`src/rtl/commit_ctrl_tpu_pkg.sv`:
```
// Shared types and defaults for the TPU scalar-unit commit controller.
package pkg_tpu;

  localparam int unsigned DEPTH_BUFF = 16;

  typedef logic [$clog2(DEPTH_BUFF)-1:0] issue_no_t;

  typedef enum logic [1:0] {
    FREE   = 2'd0,
    ISSUED = 2'd1,
    DONE   = 2'd2
  } commit_st_t;

endpackage

```
`src/rtl/commit_ctrl_tpu_ptr_ctrl.sv`:
```
// Head/tail ring pointers with wrap bit, plus registered occupancy count and full/empty flags.
module commit_ptr_ctrl
  import pkg_tpu::*;
#(
  parameter  int unsigned DEPTH_BUFF = pkg_tpu::DEPTH_BUFF,
  localparam int unsigned WIDTH_BUFF = $clog2(DEPTH_BUFF)
) (
  input  logic                clock,
  input  logic                reset,
  input  logic                inc_tail,
  input  logic                inc_head,
  output logic [WIDTH_BUFF:0] head,
  output logic [WIDTH_BUFF:0] tail,
  output logic [WIDTH_BUFF:0] num,
  output logic                full,
  output logic                empty
);

  localparam int unsigned PW = WIDTH_BUFF + 1;

  logic [WIDTH_BUFF:0] head_nxt;
  logic [WIDTH_BUFF:0] tail_nxt;
  logic [WIDTH_BUFF:0] num_nxt;

  // Count is derived from the next pointers so it can never drift from them.
  always_comb begin
    head_nxt = head;
    tail_nxt = tail;
    if (inc_tail) tail_nxt = tail + PW'(1);
    if (inc_head) head_nxt = head + PW'(1);
    num_nxt = tail_nxt - head_nxt;
  end

  always_ff @(posedge clock) begin
    if (reset) begin
      head  <= '0;
      tail  <= '0;
      num   <= '0;
      full  <= 1'b0;
      empty <= 1'b1;
    end else begin
      head  <= head_nxt;
      tail  <= tail_nxt;
      num   <= num_nxt;
      full  <= (num_nxt == PW'(DEPTH_BUFF));
      empty <= (num_nxt == '0);
    end
  end

endmodule

```
`src/rtl/commit_ctrl_tpu.sv`:
```
// In-order commit controller: tracks issued entries, accepts out-of-order completions,
// and retires the head entry once done, one per cycle.
module commit_ctrl_tpu
  import pkg_tpu::*;
#(
  parameter  int unsigned DEPTH_BUFF = pkg_tpu::DEPTH_BUFF,
  localparam int unsigned WIDTH_BUFF = $clog2(DEPTH_BUFF)
) (
  input  logic                  clock,
  input  logic                  reset,
  input  logic                  I_Req_Issue,
  input  logic [WIDTH_BUFF-1:0] I_Issue_No,
  input  logic                  I_Done_S,
  input  logic [WIDTH_BUFF-1:0] I_Done_S_No,
  input  logic                  I_Done_V,
  input  logic [WIDTH_BUFF-1:0] I_Done_V_No,
  output logic                  O_Req_Commit,
  output logic [WIDTH_BUFF-1:0] O_Commit_No,
  output logic [WIDTH_BUFF:0]   O_Num,
  output logic                  O_Full,
  output logic                  O_Empty,
  output logic                  O_Err_Seq,
  output logic                  O_Err_Done
);

  commit_st_t st_q [DEPTH_BUFF];
  commit_st_t st_d [DEPTH_BUFF];

  logic [WIDTH_BUFF:0]   head;
  logic [WIDTH_BUFF:0]   tail;
  logic [WIDTH_BUFF-1:0] head_idx;
  logic [WIDTH_BUFF-1:0] tail_idx;
  logic                  issue_ok_c;
  logic                  commit_c;
  logic                  s_hit_c;
  logic                  v_hit_c;
  logic                  err_done_c;

  assign head_idx = head[WIDTH_BUFF-1:0];
  assign tail_idx = tail[WIDTH_BUFF-1:0];

  commit_ptr_ctrl #(.DEPTH_BUFF(DEPTH_BUFF)) u_ptr (
    .clock    (clock),
    .reset    (reset),
    .inc_tail (issue_ok_c),
    .inc_head (commit_c),
    .head     (head),
    .tail     (tail),
    .num      (O_Num),
    .full     (O_Full),
    .empty    (O_Empty)
  );

  // Full check uses the registered count, so a slot freed this edge is reusable next cycle.
  assign issue_ok_c = I_Req_Issue && !O_Full && (I_Issue_No == tail_idx);
  assign commit_c   = (st_q[head_idx] == DONE) && !O_Empty;
  assign s_hit_c    = I_Done_S && (st_q[I_Done_S_No] == ISSUED);
  assign v_hit_c    = I_Done_V && (st_q[I_Done_V_No] == ISSUED);
  assign err_done_c = (I_Done_S && (st_q[I_Done_S_No] != ISSUED))
                   || (I_Done_V && (st_q[I_Done_V_No] != ISSUED))
                   || (I_Done_S && I_Done_V && (I_Done_S_No == I_Done_V_No));

  // Issue, completion and commit always target entries in disjoint states.
  always_comb begin
    for (int i = 0; i < DEPTH_BUFF; i++) st_d[i] = st_q[i];
    if (issue_ok_c) st_d[tail_idx]    = ISSUED;
    if (s_hit_c)    st_d[I_Done_S_No] = DONE;
    if (v_hit_c)    st_d[I_Done_V_No] = DONE;
    if (commit_c)   st_d[head_idx]    = FREE;
  end

  always_ff @(posedge clock) begin
    if (reset) begin
      for (int i = 0; i < DEPTH_BUFF; i++) st_q[i] <= FREE;
      O_Req_Commit <= 1'b0;
      O_Commit_No  <= '0;
      O_Err_Seq    <= 1'b0;
      O_Err_Done   <= 1'b0;
    end else begin
      for (int i = 0; i < DEPTH_BUFF; i++) st_q[i] <= st_d[i];
      O_Req_Commit <= commit_c;
      if (commit_c) O_Commit_No <= head_idx;
      O_Err_Seq  <= O_Err_Seq || (I_Req_Issue && !issue_ok_c);
      O_Err_Done <= O_Err_Done || err_done_c;
    end
  end

endmodule

```
`config.mk`:
```
export PLATFORM = sky130hd
export DESIGN_NAME = commit_ctrl_tpu
export DESIGN_NICKNAME = d
export VERILOG_FILES = /design/src/rtl/commit_ctrl_tpu_pkg.sv /design/src/rtl/commit_ctrl_tpu_ptr_ctrl.sv /design/src/rtl/commit_ctrl_tpu.sv
export SDC_FILE = /design/constraint.sdc
export NUM_CORES = 1
export LEC_CHECK = 0
export BUFFER_PORTS_ARGS = -buffer_cell sky130_fd_sc_hd__buf_2
export CELL_PAD_IN_SITES_DETAIL_PLACEMENT = 2
export CELL_PAD_IN_SITES_GLOBAL_PLACEMENT = 2
export CORE_MARGIN = 5
export CORE_UTILIZATION = 35
export CTS_CLUSTER_SIZE = 25
export DETAILED_ROUTE_END_ITERATION = 8
export PLACE_DENSITY_LB_ADDON = 0.3
export SYNTH_ARGS = -nofsm -noshare
export SYNTH_HDL_FRONTEND = slang
export SYNTH_SLANG_ARGS = --single-unit
```
`constraint.sdc`:
```
create_clock -name clock -period 12.83 [get_ports clock]
set_clock_uncertainty 0.05 [all_clocks]
set_input_delay 0.6415 -clock clock [delete_from_list [all_inputs] [get_ports clock]]
set_output_delay 0.6415 -clock clock [all_outputs]
set_load 0.02 [all_outputs]
```
# After elaboration in Yosys (flattened, before gate mapping)

Memories as Yosys holds them, arrays and structs flattened. A register that Yosys moved wholly into a read port is not among the register bits.
Index checks and enable logic that the tools add are counted.
Widths: inputs -> output; s select.

Multiplexer cells: 34
$add $sub $neg: 3
Equal/unequal tests: 8
Order comparisons: 8
Reduce and logical (&&, ||, !) cells: 22
Bitwise gates (word level): 31

Operators by type and width:

| cell                | count |
|---|---|
| $mux 32             | 4 |
| $and 16x16->16      | 3 |
| $not 16->16         | 3 |
| $or 16x16->16       | 3 |
| $mux 2              | 20 |
| $and 32x32->32      | 1 |
| $demux 2 s4         | 4 |
| $not 32->32         | 1 |
| $ge 5x5->1 const B  | 4 |
| $lt 5x1->1 const B  | 4 |
| $not 4->5           | 4 |
| $or 1x1->1          | 16 |
| $logic_and 1x1->1   | 14 |
| $add 5x1->5 const B | 2 |
| $mux 5              | 2 |
| $eq 4x4->1          | 2 |
| $eq 5x5->1 const B  | 1 |
| $logic_not 5->1     | 1 |
| $sub 5x5->5         | 1 |
| $eq 2x1->1 const B  | 2 |
| $logic_or 1x1->1    | 4 |
| $mux 4              | 1 |
| $ne 2x1->1 const B  | 2 |
| $logic_not 1->1     | 3 |
| other kinds (2)     | 4 |

Logic and storage cells: 116
Output and inout bits: 14
Memory bits (writable): 32
Memories kept: 1
Bits in registers: 24
Input port bits: 17

Memories:

| name | words | width | rd ports | clocked after memory_dff | write ports | line                  | RTL |
|---|---|---|---|---|---|---|---|
| st_q | 16    | 2     | 19       | 1                        | 16          | commit_ctrl_tpu.sv:26 | `commit_st_t st_q [DEPTH_BUFF];` |

# Depth between registers and ports, before layout

Gate-level depths: netlist of the first run.

Depth after elaboration: 15
Mapped depth: 16
Depth with buffers taken out: 13

# Hierarchy

Synthesis of the first run repeated with hierarchy kept, for this count alone.

Cells, all modules: 418
Area total of the unflattened synthesis: 3753.6 um^2

By module, submodules not included:

| module          | area each (um^2) | cells an instance | instances | sequential area each (um^2) |
|---|---|---|---|---|
| commit_ctrl_tpu | 3021.6           | 346               | 1         | 780.7 |
| commit_ptr_ctrl | 732.0            | 72                | 1         | 340.3 |

# Worst setup path after synthesis of the first run

No wires, ideal clock.

Kind: register to register
Start point: register u_ptr.head[0]
End point: register u_ptr.full
Setup time: 0.103 ns
Clock period less this slack: 4.166 ns
Setup slack: 8.664 ns
Required time: 12.677 ns
Cell stages (with the launch flop): 14
Arrival: 4.013 ns
Buffers on the path: 2
Cell sequence: dfxtp_1 buf_6 mux4_2 a22oi_2 nand2_2 nor3_1 buf_2 mux2i_1 inv_1 fa_1 xnor3_1 xnor3_1 nand3_1 a2111oi_2

Cells in the longest elaborated chain, start to end: 4

RTL lines:

| what                        | line                           | RTL |
|---|---|---|
| start, declared             | commit_ctrl_tpu_ptr_ctrl.sv:12 | `output logic [WIDTH_BUFF:0] head,` |
| start signal, assigned      | commit_ctrl_tpu_ptr_ctrl.sv:42 | `head <= head_nxt;` |
| $add 5x1->5                 | commit_ctrl_tpu_ptr_ctrl.sv:30 | `if (inc_head) head_nxt = head + PW'(1);` |
| $mux 5                      | commit_ctrl_tpu_ptr_ctrl.sv:30 |  |
| named net u_ptr.head_nxt[1] | commit_ctrl_tpu_ptr_ctrl.sv:21 | `logic [WIDTH_BUFF:0] head_nxt;` |
| $sub 5x5->5                 | commit_ctrl_tpu_ptr_ctrl.sv:31 | `num_nxt = tail_nxt - head_nxt;` |
| $eq 5x5->1                  | commit_ctrl_tpu_ptr_ctrl.sv:45 | `full <= (num_nxt == PW'(DEPTH_BUFF));` |
| end signal, assigned        | commit_ctrl_tpu_ptr_ctrl.sv:45 |  |
| end, declared               | commit_ctrl_tpu_ptr_ctrl.sv:15 | `output logic full,` |

The timed path passes the listed nets, and every way through them passes these cells.
A chain may end at the register's enable or synchronous reset.

# Worst setup path after layout of the first run

Ends and elaborated chain as after synthesis.

==> results.yml, run 1 <==
critical_path:
  crit_buf_inv: 1
  cp_cell_sequence: "mux4_2, a22oi_2, nand2_2, nor3_2, mux2i_1, inv_1, fa_1, o211ai_1, nand4_1, mux2i_1, o21ai_0, a2111oi_2"
  critPathTopFamily: "multiplexers"
  slowest_stage: "dfxtp_1"
  start_kind: "register"
  cp_max_fo: 12
  slowest_delay_ns: 0.74
  required_ns: 13.02
  crit_path_end_kind: "register"
  criticalPathCategory: "reg -> reg"
  path_common_cell: "mux2i_1"
  critPathArrivalTime_ns: 4.64
die:
  ios: 31
  initial_core_util_pct: 35.9
  die_width_um: 110
  die_h_um: 110
  die_area_um2: 12100
  core_um2: 9770
  rows: 36
final_layout:
  multi_input_area_um2: 2260
  diodes: 0
  area_delta_synth_final_pct: 10.3
  drive_above_1_share_pct: 16.0
  final_nets: 435
  fin_cells: 540
  fin_util_pct: 39.6
  fillCellCount: 1093
  fin_area_um2: 3870
  regArea_um2: 1120
clock_tree:
  clockBufferDepth: 2
  insertion_delay_ns: 0.33
  cts_tree: "yes"
  cts_resized: 0
  clock_sinks: 56
  ctsHoldBuffers: 0
  path_clk_slew_ns: 0.11
  cts_made_buffers: 5
  cts_root_buf: "clkbuf_8"
  htreeDepth: 2
  post-cts-setup-buffers: 0
timing:
  fin_ws_ns: 8.37
  tns_ns: 0
  maxSlewHeadroom_pct: 45.2
  hold_viol: 0
  period_share_pct: 34.7
  fmax_mhz: 224
  fin_worst_hold_slack_ns: 0.464
  final_max_slew_viol_count: 0
  setup_viol: 0
  min_period_ns: 4.46
  worstMarginPinSlew_ns: 0.818
  rsz0062_at_grt: "false"
power:
  p_int_mw: 0.242
  powerDensity_nw_per_um2: 83.6
  swShare_pct: 25.4
  vdd_drop_max_v: 0.0000585
  pwr-share-comb_pct: 6.9
  p_switching_mw: 0.0823
  leakage_nw: 1.55
  seqPwrFrac_pct: 54.1
  p_total_mw: 0.324
  clock_power_share_pct: 39.0
global_routing:
  antenna_found_initial: 0
  grt_start_max_net_pins: 37
  grt_usage_pct: 20.8
  globalRouteMet2Util_pct: 35.5
  grt_pass1_wl_um: 18900
  grt_overflow: 0
  grt_pass1_vias: 3367
  met3_usage_pct: 2.97
  use_met1_pct: 27.6
  busiest_layer: "met2"
route:
  viasPerCell: 5.71
  final_antenna_net_count: 0
  wl_per_cell_um: 21.8
  drtPass1Iterations: 5
  drtIter0Drc: 164
  detail_route.wirelength_um: 11800
  routed-via-count: 3083
  drc: 0
logic_synthesis:
  synth.top_cell.area_share_pct: 31.9
  synthCells: 387
  synthTopCellsByArea: "dfxtp_1 (32%), mux4_2 (10%), nor2_1 (5.5%), nor2b_1 (4.8%), ha_1 (3.9%)"
  synth_top_flop_cell: "dfxtp_1"
  synth_edf_count: 0
  netlist_area_um2: 3510
  synth_nets: 416
  yosysWarnings: 0
  synth_seq_cells: 56
  synth.avg_cell_area_um2: 9.08
  synth-seq-area-share_pct: 31.9
  synthArstFlopShare_pct: 0
  synthDistinctLibCells: 53
  yosysTopAreaCell: "dfxtp_1"
hold_path:
  hp-class: "reg -> reg"
placed_design:
  placed_cell_area_um2: 3760
  port_buffers: 30
  gp_congestion: 0.855
  dp.final_hpwl_um: 9430
  post-place-ws_ns: 8.39
  dp_cells: 532
job:
  max_cap_violations: 0
status:
  status: "completed"
## final cells by class
cell class | instances | share of cell area [%]
clock buffer | 5 | 1.78
clock inverter | 3 | 1.20
inverter | 15 | 1.45
multi-input combinational | 297 | 58.3
sequential | 56 | 28.9
tap | 133 | 4.30
timing repair buffer | 31 | 4.07
## kinds of logic after synthesis
group / synth area share (%)
buf+inv: 3.95
mux: 13.8
simple gates: 21.2
compound gates: 19.3
fa+ha+maj: 4.49
flops: 31.9
xor+xnor: 5.41
## tightest hold or removal path, delay by kind of cell (launching register included)
kind,cells,cell delay (ns)
DFF,1,0.35
muxes,1,0.07
and+or+nand+nor,1,0.07
## routing by layer
metal	part of all wire, %	wire [µm]
met1	47	5520
met2	49	5740
met3	2.8	331
met4	1.5	180
met5	0	0
## placed cells by master (no fill, tap or decap), types with 4 or more instances in the layout
master	instances
xnor2_1	12
dfxtp_1	56
and2_1	7
o21ai_0	21
nor3_1	8
nand2_1	13
nand4_1	6
buf_2	30
a21boi_0	9
ha_1	11
inv_1	15
o22ai_1	4
mux2i_1	10
a31oi_1	15
o211a_1	10
nor2b_1	27
and3_1	6
nand3_1	6
clkbuf_8	5
mux4_2	16
o21a_1	7
a21oi_1	14
nor2_1	51
## cells in the mapped netlist, types with 2 or more instances
| master | number |
|---|---|
| dfxtp_1 | 56 |
| nor2_1 | 51 |
| nor2b_1 | 27 |
| o21ai_0 | 21 |
| mux4_2 | 16 |
| a31oi_1 | 15 |
| inv_1 | 15 |
| a21oi_1 | 14 |
| clkbuf_1 | 14 |
| nand2_1 | 13 |
| xnor2_1 | 12 |
| ha_1 | 11 |
| mux2i_1 | 10 |
| o211a_1 | 10 |
| a21boi_0 | 9 |
| nor3_1 | 9 |
| and2_1 | 7 |
| o21a_1 | 7 |
| and3_1 | 6 |
| nand3_1 | 6 |
| nand4_1 | 6 |
| o22ai_1 | 4 |
| buf_2 | 3 |
| nand2b_1 | 3 |
| nand4b_1 | 3 |
| nor4_1 | 3 |
| o211ai_1 | 3 |
| xnor3_1 | 3 |
| a22o_1 | 2 |
| o32ai_1 | 2 |
| or2_2 | 2 |
| or3_1 | 2 |
| xor2_1 | 2 |
## worst paths after layout
check / start / to / slack, ns / depth (start not counted)
setup / recovery: u_ptr.head[0] / u_ptr.full / 8.37 / 12
hold / removal: O_Commit_No[1] / O_Commit_No[1] / 0.46 / 2
setup reg to reg: u_ptr.head[0] / u_ptr.full / 8.37 / 12
hold reg to reg: O_Commit_No[1] / O_Commit_No[1] / 0.46 / 2
## power by group through the flow
stage / combinational (mW) / clock, mW / sequential (mW)
floorplan: 0.0134 / 0 / 0.180
global placement: 0.0219 / 0 / 0.179
detailed placement: 0.0224 / 0 / 0.179
CTS: 0.0225 / 0.130 / 0.175
global route: 0.0246 / 0.135 / 0.175
finish: 0.0224 / 0.126 / 0.175
## state kept, by name, indices dropped and copies added, names as in the netlist
signal / count
u_ptr.tail: 5
st_q: 32
O_Err_Seq: 1
u_ptr.empty: 1
O_Req_Commit: 1
u_ptr.head: 5
u_ptr.num: 5
O_Err_Done: 1
u_ptr.full: 1
O_Commit_No: 4
Power figures use the tool's default switching activity.
==> run 2: changes to the inputs <==
- ABC_AREA: unset -> 1
- CORE_UTILIZATION: 35 -> 32
- clock period: 12.83 -> 4.1 ns (I/O delays scaled with it)
==> results.yml, run 2 <==
critical_path:
  cp_num_cells: 19
  r2r_end: "u_ptr.full"
  crit_buf_inv: 4
  critPathTopFamily: "simple AND/OR/NAND/NOR gates"
  timing.rr.start: "u_ptr.head[2]"
  path_common_cell: "nand2_1"
  ff2ff_setup_slack_ns: 0.58
  critPathArrivalTime_ns: 3.72
  slowest_stage: "dfxtp_1"
  crit_path_start: "u_ptr.head[2]"
  slowest_delay_ns: 0.54
  reg2reg_depth: 19
  start_kind: "register"
  criticalPathCategory: "reg -> reg"
  crit_path_end_kind: "register"
  required_ns: 4.30
  cp_cell_sequence: "inv_2, nor2_1, nand2_1, nand2_1, inv_1, nand2_1, nand3_2, inv_2, nand2_1, nor3_1, xor2_1, ha_1, inv_1, nor2_1, nor2_2, nand2_1, nand2_1, nand3_2, nor2_2"
  cp_max_fo: 13
  setup.worst_path.end: "u_ptr.full"
final_layout:
  diodes: 0
  area_delta_synth_final_pct: 9.39
  largest_register: "st_q"
  drive_above_1_share_pct: 9.21
  fin_cells: 809
  largest_reg_flops: 32
  final_common_cell: "nand2_1"
  final_cell_mix: "nand2_1 (153), inv_1 (111), nor2_1 (67)"
  final_nets: 690
route:
  detail_route.wirelength_um: 15500
  wl_per_cell_um: 19.1
  drtIter0Drc: 164
  routed-via-count: 4288
  drtPass1Iterations: 4
  drc: 0
  viasPerCell: 5.30
  final_antenna_net_count: 0
power:
  powerDensity_nw_per_um2: 257
  p_total_mw: 1.10
  vdd_drop_max_v: 0.000151
  leakage_nw: 2.13
placed_design:
  port_buffers: 30
  dp_cells: 801
  gp_congestion: 0.879
  dp.final_hpwl_um: 12500
logic_synthesis:
  synthDistinctLibCells: 34
  synthArstFlopShare_pct: 0
  synthCells: 641
  synth_xor_area_share_pct: 1.57
  synth_nets: 670
  synth_compound_area_share_pct: 16.5
  synth_edf_count: 0
  synth_seq_cells: 56
  synth_top_flop_cell: "dfxtp_1"
  yosysWarnings: 0
  synth.top_cell.area_share_pct: 28.7
  synth-seq-area-share_pct: 28.7
  ys_top_cells_by_count: "nand2_1 (153), inv_1 (111), nor2_1 (67), o21ai_0 (57), dfxtp_1 (56)"
  yosysTopAreaCell: "dfxtp_1"
  synthTopCellsByArea: "dfxtp_1 (29%), nand2_1 (15%), inv_1 (11%), o21ai_0 (7.3%), nor2_1 (6.4%)"
  synth_top_family_by_area: "simple AND/OR/NAND/NOR gates"
  synth_adder_area_share_pct: 4.04
  synth_most_common_cell: "nand2_1"
  synthMuxAreaShare_pct: 0
  synth.avg_cell_area_um2: 6.09
  netlist_area_um2: 3910
  synth-simple-area-share_pct: 34.3
timing:
  rsz0062_at_grt: "false"
  maxSlewHeadroom_pct: 51.2
  min_period_ns: 3.52
  final_max_slew_viol_count: 0
  period_share_pct: 85.8
  tns_ns: 0
  hold_viol: 0
  worstMarginPinSlew_ns: 0.732
  fmax_mhz: 284
  setup_viol: 0
clock_tree:
  insertion_delay_ns: 0.31
  cts_root_buf: "clkbuf_16"
  cts_made_buffers: 5
  clock_sinks: 56
  post-cts-setup-buffers: 0
  clockBufferDepth: 2
  path_clk_slew_ns: 0.07
  cts_tree: "yes"
  ctsHoldBuffers: 0
  htreeDepth: 2
  cts_resized: 0
die:
  die_h_um: 120
  die_area_um2: 14500
  initial_core_util_pct: 32.5
  rows: 40
  ios: 31
  die_width_um: 120
  core_um2: 12000
global_routing:
  grt_overflow: 0
  antenna_found_initial: 0
  grt_start_max_net_pins: 35
  grt_pass1_wl_um: 25200
  grt_usage_pct: 22.1
  grt_pass1_vias: 4779
hold_path:
  hp-class: "in -> reg"
job:
  max_cap_violations: 0
status:
  status: "completed"
[run 2: changes by cell type after synthesis, sizes merged, moves of 27 or more]
cell and change:
nand3 +48, inv +102, nor2b -27, o22ai +30, o21ai +42, nand2 +142
[run 2: layout make-up]
| cell class | instances | area, µm² |
|---|---|---|
| inverters | 119 | 454 |
| clock buffers | 8 | 146 |
| repair buffers | 32 | 165 |
| multi-input cells | 447 | 2200 |
| flip-flops and latches | 56 | 1120 |
| fillers | 1549 | 7740 |
| well taps | 147 | 184 |
[run 2: per-stage QoR]
step / worst slack [ns] / utilization (%) / hold WS (ns) / instance area, µm²
2_1_floorplan: 1.36 / - / 0.300 / 3910
3_3_place_gp: 0.840 / 34.4 / 0.401 / 4130
3_5_place_dp: 0.604 / 34.4 / 0.415 / 4130
4_1_cts: 0.534 / 35.6 / 0.106 / 4270
5_1_grt: 0.141 / 35.6 / 0.127 / 4270
6_report: 0.584 / 35.6 / 0.105 / 4270
[run 2: tightest hold or removal path: stages]
cell and delay (ns):
buf_2 0.09, a21oi_1 0.06, nor2_1 0.07
[run 2: worst min path at each step]
stage	from	end	slack, ns	depth (start not counted)
2_1_floorplan	I_Req_Issue	O_Err_Seq	0.30	2
3_3_place_gp	O_Err_Seq	O_Err_Seq	0.40	2
3_5_place_dp	O_Err_Seq	O_Err_Seq	0.42	2
4_1_cts	I_Req_Issue	O_Err_Seq	0.11	3
5_1_grt	I_Req_Issue	O_Err_Seq	0.13	3
6_report	I_Req_Issue	O_Err_Seq	0.10	3
[run 2: power by group]
part           switching (mW)  internal, mW  leakage [nW]  total [mW]
Sequential            0.00205         0.547         0.452       0.549
Combinational          0.0707        0.0250          1.61      0.0957
Clock                   0.209         0.245        0.0712       0.454
Total                   0.282         0.817          2.13        1.10
[run 2: cells by family after synthesis]
kind of cell             Yosys count
AO/OA/AOI/OAI                    117
XOR/XNOR                           7
adder cells (fa/ha/maj)           12
buffers and inverters            138
flip-flops                        56
AND/OR/NAND/NOR                  311
[run 2: layer usage]
metal | GRT usage [%] | vias to the layer above | share of wire, %
met3 | 3.79 | 17 | 3.2
met2 | 40.2 | 68 | 51
li1 | - | 2081 | -
met5 | 0 | - | 0
met1 | 26.4 | 2122 | 44
met4 | 6.73 | 0 | 1.8
==> run 3: changes to the inputs <==
- ABC_AREA: 1 -> unset
- CORE_UTILIZATION: 32 -> 35
==> results.yml, run 3 (same netlist as run 1, synthesis figures left out) <==
route:
  wl_per_cell_um: 22.7
  viasPerCell: 5.83
  drc: 0
  routed-via-count: 3207
  final_antenna_net_count: 0
  detail_route.wirelength_um: 12500
  drtIter0Drc: 165
  drtPass1Iterations: 4
clock_tree:
  cts_made_buffers: 5
  cts_root_buf: "clkbuf_8"
  clock_sinks: 56
  insertion_delay_ns: 0.32
  cts_tree: "yes"
  htreeDepth: 2
  path_clk_slew_ns: 0.10
  ctsHoldBuffers: 0
  post-cts-setup-buffers: 0
  clockBufferDepth: 2
die:
  initial_core_util_pct: 35.9
  core_um2: 9770
  rows: 36
  die_width_um: 110
  ios: 31
  die_h_um: 110
  die_area_um2: 12100
critical_path:
  crit_path_end_kind: "register"
  start_kind: "register"
  critPathArrivalTime_ns: 3.93
  cp_max_fo: 7
  required_ns: 4.26
  criticalPathCategory: "reg -> reg"
timing:
  worstMarginPinSlew_ns: 0.777
  tns_ns: 0
  hold_viol: 0
  setup_viol: 0
  final_max_slew_viol_count: 0
  min_period_ns: 3.77
  maxSlewHeadroom_pct: 48.2
  rsz0062_at_grt: "false"
  period_share_pct: 91.9
  fmax_mhz: 266
placed_design:
  dp.final_hpwl_um: 9930
  gp_congestion: 0.854
  placed_cell_area_um2: 3830
  dp_cells: 542
  port_buffers: 30
global_routing:
  grt_pass1_vias: 3542
  grt_pass1_wl_um: 19800
  grt_usage_pct: 21.7
  grt_start_max_net_pins: 37
  antenna_found_initial: 0
  grt_overflow: 0
final_layout:
  fin_cells: 550
  final_cell_mix: "dfxtp_1 (54), nor2_1 (51), buf_2 (30)"
  diodes: 0
  final_common_cell: "dfxtp_1"
  drive_above_1_share_pct: 19.2
  final_nets: 445
  largest_register: "st_q"
  area_delta_synth_final_pct: 12.4
  largest_reg_flops: 32
  fin_area_um2: 3950
  fin_util_pct: 40.4
power:
  vdd_drop_max_v: 0.000120
  leakage_nw: 1.60
  powerDensity_nw_per_um2: 238
status:
  status: "completed"
job:
  max_cap_violations: 0
hold_path:
  hp-class: "in -> reg"
## run 3: changes by cell type in the layout (fill, tap and decap cells not counted), moves of 12 or more
cell     previous run  this run
o22ai_1            34         4
nor3_1             20         8
mux4_2              0        16
nand2_1           153        13
o21ai_0            57        21
a31oi_1             2        15
nor2b_1             0        26
nor2_1             67        51
xnor2_1             0        12
inv_1             111        15
nand3_1            49         6
## run 3: final cells by class
type / count / area, µm²
clock buffers: 6 / 82.6
clock inverters: 2 / 10.0
fillers: 1099 / 5830
inverters: 15 / 56.3
multi-input cells: 297 / 2280
flip-flops and latches: 56 / 1120
well taps: 133 / 166
repair buffers: 41 / 233
## run 3: path summary, 6_finish.rpt
path	cells after the start	start	endpoint	slack, ns
worst max-delay path	12	u_ptr.head[0]	u_ptr.full	0.33
worst min-delay path	3	I_Req_Issue	O_Err_Seq	0.09
worst max register to register	12	u_ptr.head[0]	u_ptr.full	0.33
worst min register to register	2	O_Err_Seq	O_Err_Seq	0.44
## run 3: stage by stage
stage / hold WS, ns / total power, mW / setup slack (ns)
after floorplan: 0.296 / 0.604 / 0.197
after global placement: 0.398 / 0.628 / 0.259
after detailed placement: 0.422 / 0.631 / 0.0308
after CTS: 0.0999 / 0.952 / 0.0112
after global routing: 0.119 / 0.980 / 0.0631
final: 0.0937 / 0.941 / 0.334
## run 3: what timing repair did
action                     CTS  global route
gates resized for setup      0             6
hold endpoints to repair     0             0
setup endpoints to repair    0             4
## run 3: layer usage
| layer | global-route usage (%) | vias up | share of wire [%] |
|---|---|---|---|
| met2 | 38.7 | 76 | 50 |
| met5 | 0 | - | 0 |
| met1 | 26.7 | 1641 | 43 |
| li1 | - | 1466 | - |
| met3 | 2.80 | 24 | 3.9 |
| met4 | 8.09 | 0 | 3.0 |
## run 3: critical path: stages (launching register included)
cell and delay [ns]:
dfxtp_2 0.47, mux4_2 0.54, a22o_1 0.23, nor2_1 0.29, nor3_4 0.10, xnor2_1 0.16, ha_1 0.23, fa_1 0.43
o211ai_1 0.15, nand4_1 0.12, mux2i_1 0.28, o21ai_0 0.23, a2111oi_2 0.36
## run 3: power by group
part           leakage, nW  internal (mW)  switching (mW)
Sequential           0.453          0.546         0.00171
Clock               0.0510          0.136           0.187
Combinational         1.10         0.0247          0.0465
Total                 1.60          0.706           0.235
